--- src/rtl/axi_rd_arbiter.sv ---
// AXI3 read arbiter: funnels NM cache read masters onto a single read port,
// one outstanding burst at a time, with sticky length and watchdog error flags.
module axi_rd_arbiter #(
    parameter int unsigned NM      = 2,
    parameter int unsigned RR      = 0,
    parameter int unsigned TIMEOUT = 1024
) (
    input  logic             aclk,
    input  logic             areset,
    // Master-side AR channels, master i at slice i
    input  logic [NM*4-1:0]  m_arid,
    input  logic [NM*32-1:0] m_araddr,
    input  logic [NM*8-1:0]  m_arlen,
    input  logic [NM*3-1:0]  m_arsize,
    input  logic [NM*2-1:0]  m_arburst,
    input  logic [NM-1:0]    m_arvalid,
    output logic [NM-1:0]    m_arready,
    // Master-side R channel, payload broadcast, valid/ready per master
    output logic [3:0]       m_rid,
    output logic [31:0]      m_rdata,
    output logic [1:0]       m_rresp,
    output logic             m_rlast,
    output logic [NM-1:0]    m_rvalid,
    input  logic [NM-1:0]    m_rready,
    // Slave-side AR channel
    output logic [3:0]       s_arid,
    output logic [31:0]      s_araddr,
    output logic [7:0]       s_arlen,
    output logic [2:0]       s_arsize,
    output logic [1:0]       s_arburst,
    output logic             s_arvalid,
    input  logic             s_arready,
    // Slave-side R channel
    input  logic [3:0]       s_rid,
    input  logic [31:0]      s_rdata,
    input  logic [1:0]       s_rresp,
    input  logic             s_rlast,
    input  logic             s_rvalid,
    output logic             s_rready,
    // Status
    output logic             busy,
    output logic [1:0]       grant,
    output logic             err_len,
    output logic             err_timeout
);

    localparam int unsigned WdW = $clog2(TIMEOUT + 1);

    typedef enum logic [1:0] {
        StIdle = 2'd0,
        StAddr = 2'd1,
        StData = 2'd2
    } state_e;

    state_e       state_q, state_d;
    logic [3:0]   arid_q, arid_d;
    logic [31:0]  araddr_q, araddr_d;
    logic [7:0]   arlen_q, arlen_d;
    logic [2:0]   arsize_q, arsize_d;
    logic [1:0]   arburst_q, arburst_d;
    logic [1:0]   grant_q, grant_d;
    logic [1:0]   rr_ptr_q, rr_ptr_d;
    logic [8:0]   beat_q, beat_d;
    logic [WdW-1:0] wdog_q, wdog_d;
    logic         err_len_q, err_len_d;
    logic         err_timeout_q, err_timeout_d;

    logic         req_any;
    logic [1:0]   win_idx;
    int           win_int;
    logic         r_hs;
    logic         progress;

    // Pick the winning requester according to the configured policy
    always_comb begin
        req_any = |m_arvalid;
        win_idx = '0;
        if (RR == 0) begin
            // Ascending scan: last hit is the highest requesting index
            for (int i = 0; i < int'(NM); i++) begin
                if (m_arvalid[i]) begin
                    win_idx = 2'(i);
                end
            end
        end else begin
            // Descending distance scan: last hit is the first index after the pointer
            for (int k = int'(NM); k >= 1; k--) begin
                int idx;
                idx = (int'(rr_ptr_q) + k) % int'(NM);
                if (m_arvalid[idx]) begin
                    win_idx = 2'(idx);
                end
            end
        end
        win_int = int'(win_idx);
    end

    // Next-state, request capture, beat accounting, watchdog and handshake outputs
    always_comb begin
        state_d       = state_q;
        arid_d        = arid_q;
        araddr_d      = araddr_q;
        arlen_d       = arlen_q;
        arsize_d      = arsize_q;
        arburst_d     = arburst_q;
        grant_d       = grant_q;
        rr_ptr_d      = rr_ptr_q;
        beat_d        = beat_q;
        wdog_d        = wdog_q;
        err_len_d     = err_len_q;
        err_timeout_d = err_timeout_q;
        m_arready     = '0;
        m_rvalid      = '0;
        s_rready      = 1'b0;
        r_hs          = 1'b0;
        progress      = 1'b0;

        unique case (state_q)
            StIdle: begin
                if (req_any) begin
                    m_arready[win_idx] = 1'b1;
                    arid_d    = m_arid[win_int*4 +: 4];
                    araddr_d  = m_araddr[win_int*32 +: 32];
                    arlen_d   = m_arlen[win_int*8 +: 8];
                    arsize_d  = m_arsize[win_int*3 +: 3];
                    arburst_d = m_arburst[win_int*2 +: 2];
                    grant_d   = win_idx;
                    rr_ptr_d  = win_idx;
                    beat_d    = '0;
                    state_d   = StAddr;
                end
            end
            StAddr: begin
                if (s_arready) begin
                    progress = 1'b1;
                    state_d  = StData;
                end
            end
            StData: begin
                m_rvalid[grant_q] = s_rvalid;
                s_rready          = m_rready[grant_q];
                r_hs              = s_rvalid & m_rready[grant_q];
                if (r_hs) begin
                    progress = 1'b1;
                    beat_d   = beat_q + 9'd1;
                    // Last flagged at the wrong beat, or absent at the expected one
                    if (s_rlast && (beat_q != {1'b0, arlen_q})) begin
                        err_len_d = 1'b1;
                    end
                    if (!s_rlast && (beat_q == {1'b0, arlen_q})) begin
                        err_len_d = 1'b1;
                    end
                    if (s_rlast) begin
                        state_d = StIdle;
                    end
                end
            end
            default: begin
                state_d = StIdle;
            end
        endcase

        // Watchdog runs only while a transaction is in flight; saturates at TIMEOUT
        if (state_q == StIdle || state_d == StIdle || progress) begin
            wdog_d = '0;
        end else begin
            if (wdog_q != WdW'(TIMEOUT)) begin
                wdog_d = wdog_q + 1'b1;
            end
            if (wdog_d == WdW'(TIMEOUT)) begin
                err_timeout_d = 1'b1;
            end
        end
    end

    // State and datapath registers with synchronous reset
    always_ff @(posedge aclk) begin
        if (areset) begin
            state_q       <= StIdle;
            arid_q        <= '0;
            araddr_q      <= '0;
            arlen_q       <= '0;
            arsize_q      <= '0;
            arburst_q     <= '0;
            grant_q       <= '0;
            rr_ptr_q      <= 2'(NM - 1);
            beat_q        <= '0;
            wdog_q        <= '0;
            err_len_q     <= 1'b0;
            err_timeout_q <= 1'b0;
        end else begin
            state_q       <= state_d;
            arid_q        <= arid_d;
            araddr_q      <= araddr_d;
            arlen_q       <= arlen_d;
            arsize_q      <= arsize_d;
            arburst_q     <= arburst_d;
            grant_q       <= grant_d;
            rr_ptr_q      <= rr_ptr_d;
            beat_q        <= beat_d;
            wdog_q        <= wdog_d;
            err_len_q     <= err_len_d;
            err_timeout_q <= err_timeout_d;
        end
    end

    // Registered AR fields, zero-latency R payload pass-through, status
    always_comb begin
        s_arid      = arid_q;
        s_araddr    = araddr_q;
        s_arlen     = arlen_q;
        s_arsize    = arsize_q;
        s_arburst   = arburst_q;
        s_arvalid   = (state_q == StAddr);
        m_rid       = s_rid;
        m_rdata     = s_rdata;
        m_rresp     = s_rresp;
        m_rlast     = s_rlast;
        busy        = (state_q != StIdle);
        grant       = grant_q;
        err_len     = err_len_q;
        err_timeout = err_timeout_q;
    end

endmodule

--- config.mk ---
export PLATFORM = sky130hd
export DESIGN_NAME = axi_rd_arbiter
export DESIGN_NICKNAME = d
export VERILOG_FILES = /design/src/rtl/axi_rd_arbiter.sv
export SDC_FILE = /design/constraint.sdc
export NUM_CORES = 1
export LEC_CHECK = 0
export BUFFER_PORTS_ARGS = -buffer_cell sky130_fd_sc_hd__buf_2
export CAP_MARGIN = 30
export CORE_MARGIN = 1
export CORE_UTILIZATION = 43
export DETAILED_ROUTE_END_ITERATION = 10
export GPL_ROUTABILITY_DRIVEN = 0
export PLACE_DENSITY = 0.8
export SYNTH_ARGS = -nofsm -noshare
export SYNTH_HDL_FRONTEND = slang
export SYNTH_SLANG_ARGS = --single-unit
export TNS_END_PERCENT = 1
--- constraint.sdc ---
create_clock -name aclk -period 2.02 [get_ports aclk]
set_input_delay 0.606 -clock aclk [delete_from_list [all_inputs] [get_ports aclk]]
set_output_delay 0.606 -clock aclk [all_outputs]
set_load 0.01 [all_outputs]
==> metrics.cfg <==
[run_status]
status = complete, but fails checks
violations = design-rule violations

[timing]
hold_viol = 0
setup_viol = 0
fin_crit_sh_pct = 97.3
max_freq_mhz = 509
final.min_clock_period_ps = 1970
drv_slew = 0
skew_ps = 11.2

[worst_setup_path]
endpoint_kind = primary output
critical_path_depth = 5
path_buf_inv = 3
cp_top_family = flip-flops
cp-start-kind = flop
cp_slowest_cell = dfxtp_2
worstPathRequired_ps = 1410
worstPathCellList = inv_4 -> ha_4 -> buf_6 -> and2_1 -> buf_2
cp_data_arrival_time_ps = 1360
slowest_delay_ps = 380
critPathMaxFanout = 5
crit_type = flop to primary output
rr_worst_depth = 7

[synthesis]
ys_ff_latch = 74
syn_area_um2 = 3950
synth_top_cell_area_share_pct = 37.5
yosys-top-cells-area = dfxtp_1 (38%), mux2i_1 (12%), a211oi_1 (9.3%)
syn_inst = 436
synth_edf_count = 0
synth-compound-area-share_pct = 15.4
synthMuxAreaShare_pct = 13.2
ys_types = 51
yosys.area_share.xor_xnor_pct = 4.44
ys_seq_area_share_pct = 37.5
synthAdderAreaFrac_pct = 2.22
syn_nets = 588
synth_warnings = 0
post-synth-top-count-cell = dfxtp_1
synth_simple_gate_area_share_pct = 15.7
ys_async_sr_fraction_pct = 0
synth_common_cells = dfxtp_1 (74), nor2_1 (62), a211oi_1 (49), mux2i_1 (49), buf_4 (40)
avgSynthCellArea_um2 = 9.05
synth_top_family_by_area = simple AND/OR/NAND/NOR gates
synth_ff_type = dfxtp_1
synthDominantAreaCellType = dfxtp_1

[floorplanning]
fp.dieH_um = 97.8
num_rows = 34
die-area_um2 = 9570
ios = 244
fp.coreArea_um2 = 8810
die_x_um = 97.8
floorplan.initialDensity_pct = 44.8

[worst_hold_path]
hold_depth = 2
hold_class = flop to flop

[clock_tree]
cts_tree = done
cts.path.max_buffers = 2
cts_buffers = 9
htreeDepth = 3
cts_sinks = 74
cts_root_buf = clkbuf_8
clk_pin_slew_ps = 70
ctsHoldBuffers = 0
insertion_delay_ps = 330

[power_and_ir_drop]
vdd.ir_drop.worst_mv = 0.425
intPower_w = 0.00298
power_frac_seq_pct = 41.3
pwr-share-clk_pct = 31.4
powerDensity_nw_per_um2 = 867
p_sw_w = 0.00129
power.leakage_nw = 2.29
power.share.switching_pct = 30.2
finalPower_w = 0.00428
power_frac_comb_pct = 27.3

[global_route]
grt_max_degree = 99
antenna_found_initial = 2
grt_first_pass_wirelength_um = 15700
overflow = 0
grt_usage_pct = 20.1
grt_pass1_vias = 3511

[placement]
dp_cells = 657
post-dp-hpwl_um = 7360
port_buffers = 166

[drt]
via_per_inst = 5.25
drtPass1Iterations = 7
ant_nets = 0
drtIter0Drc = 110
vias = 3541
routed_wl_um = 9730
drcViolationCount = 60
wl_per_cell_um = 14.4

[finish]
synthToLayoutAreaGrowth_pct = 25.0
drive_gt1_share_pct = 40.5
final_cells = 675
final_nets = 714

[job]
maxCapViolations = 0

layout make-up:
type | instances | area (µm²)
diodes | 1 | 2.50
clock buffers | 10 | 128
clock inverters | 5 | 104
fillers | 817 | 3870
inverters | 10 | 42.5
multi-input cells | 286 | 2060
flip-flops and latches | 74 | 1490
well taps | 108 | 135
repair buffers | 181 | 972
worst reg2reg max path, cell delays in order (launching register included):
cell and delay (ps):
dfxtp_2 380, inv_4 60, ha_4 190, nand2_2 130, o22ai_1 120, a2111oi_2 410, o21ai_2 190, o32ai_2 270
layer usage:
metal | track usage [%] | vias up | share of wire [%]
met4 | 9.32 | 2 | 2.0
met5 | 0 | - | 0.10
met3 | 4.94 | 24 | 6.2
met1 | 21.5 | 1610 | 40
li1 | - | 1765 | -
met2 | 37.3 | 140 | 51
power by group through the flow:
stage	combinational (W)	sequential, W	clock (W)
global route	0.00129	0.00179	0.00145
CTS	0.00114	0.00177	0.00139
finish	0.00117	0.00177	0.00134
global placement	0.00110	0.00179	0
floorplan	0.000690	0.00186	0
detailed placement	0.00114	0.00179	0
path summary, 6_finish.rpt:
path / slack, ps / startpoint / endpoint
min: 460 / err_len$_SDFFE_PP0P_ / err_len$_SDFFE_PP0P_
min reg2reg: 460 / err_len$_SDFFE_PP0P_ / err_len$_SDFFE_PP0P_
max: 50 / state_q[0]$_SDFF_PP0_ / m_arready[1]
max reg2reg: 200 / state_q[0]$_SDFF_PP0_ / err_timeout$_SDFFE_PP0P_
flip-flops by register name, summed over array words and instances (netlist names):
| signal | flops |
|---|---|
| state_q | 2 |
| s_arsize | 3 |
| err_timeout | 1 |
| s_araddr | 32 |
| err_len | 1 |
| grant | 1 |
| beat_q | 9 |
| s_arid | 4 |
| wdog_q | 11 |
| s_arburst | 2 |
| s_arlen | 8 |
kinds of logic (layout without fill, tap and decap cells):
family / Yosys count / count (layout)
AO/OA/AOI/OAI: 82 / 82
XOR/XNOR: 20 / 20
adder cells (fa/ha/maj): 7 / 7
buffers and inverters: 76 / 206
flip-flops: 74 / 74
multiplexers: 51 / 51
other: 1 / 2
AND/OR/NAND/NOR: 125 / 125
stage by stage:
stage	hold slack, ps	util [%]	cell area (µm²)	setup slack, ps	setup TNS [ps]
finish	461	56.0	4930	54.7	0
global route	505	56.0	4930	-0.803	-0.803
global placement	453	52.5	4630	129	0
CTS	465	55.3	4870	-10.1	-10.1
detailed placement	446	52.5	4630	49.8	0
floorplan	458	-	3950	65.1	0
repair_timing:
item                                    4_1_cts  5_1_grt
setup buffers                                 0        2
endpoints found under the setup margin        3        9
cloned                                        0        0
gates resized for setup                       5       13
pin swaps                                     0        3
placed cells by master, fill, tap and decap left out, types with 3 or more instances in the layout:
| master | Yosys | layout |
|---|---|---|
| o21ai_0 | 6 | 6 |
| mux2i_1 | 49 | 49 |
| xor2_1 | 7 | 7 |
| nor3_1 | 3 | 3 |
| clkbuf_8 | 0 | 9 |
| inv_1 | 9 | 7 |
| nand2_1 | 11 | 9 |
| and3_1 | 3 | 3 |
| ha_1 | 7 | 5 |
| a21oi_1 | 11 | 11 |
| bufinv_16 | 0 | 3 |
| buf_2 | 4 | 166 |
| nand4_1 | 7 | 7 |
| a211oi_1 | 49 | 49 |
| nand3_1 | 6 | 6 |
| dfxtp_1 | 74 | 71 |
| nor2b_1 | 4 | 4 |
| or3_1 | 7 | 7 |
| xnor2_1 | 13 | 13 |
| nor2_1 | 62 | 61 |
| nor2_2 | 9 | 9 |
| buf_4 | 40 | 12 |
(Power assumes the default switching activity.)
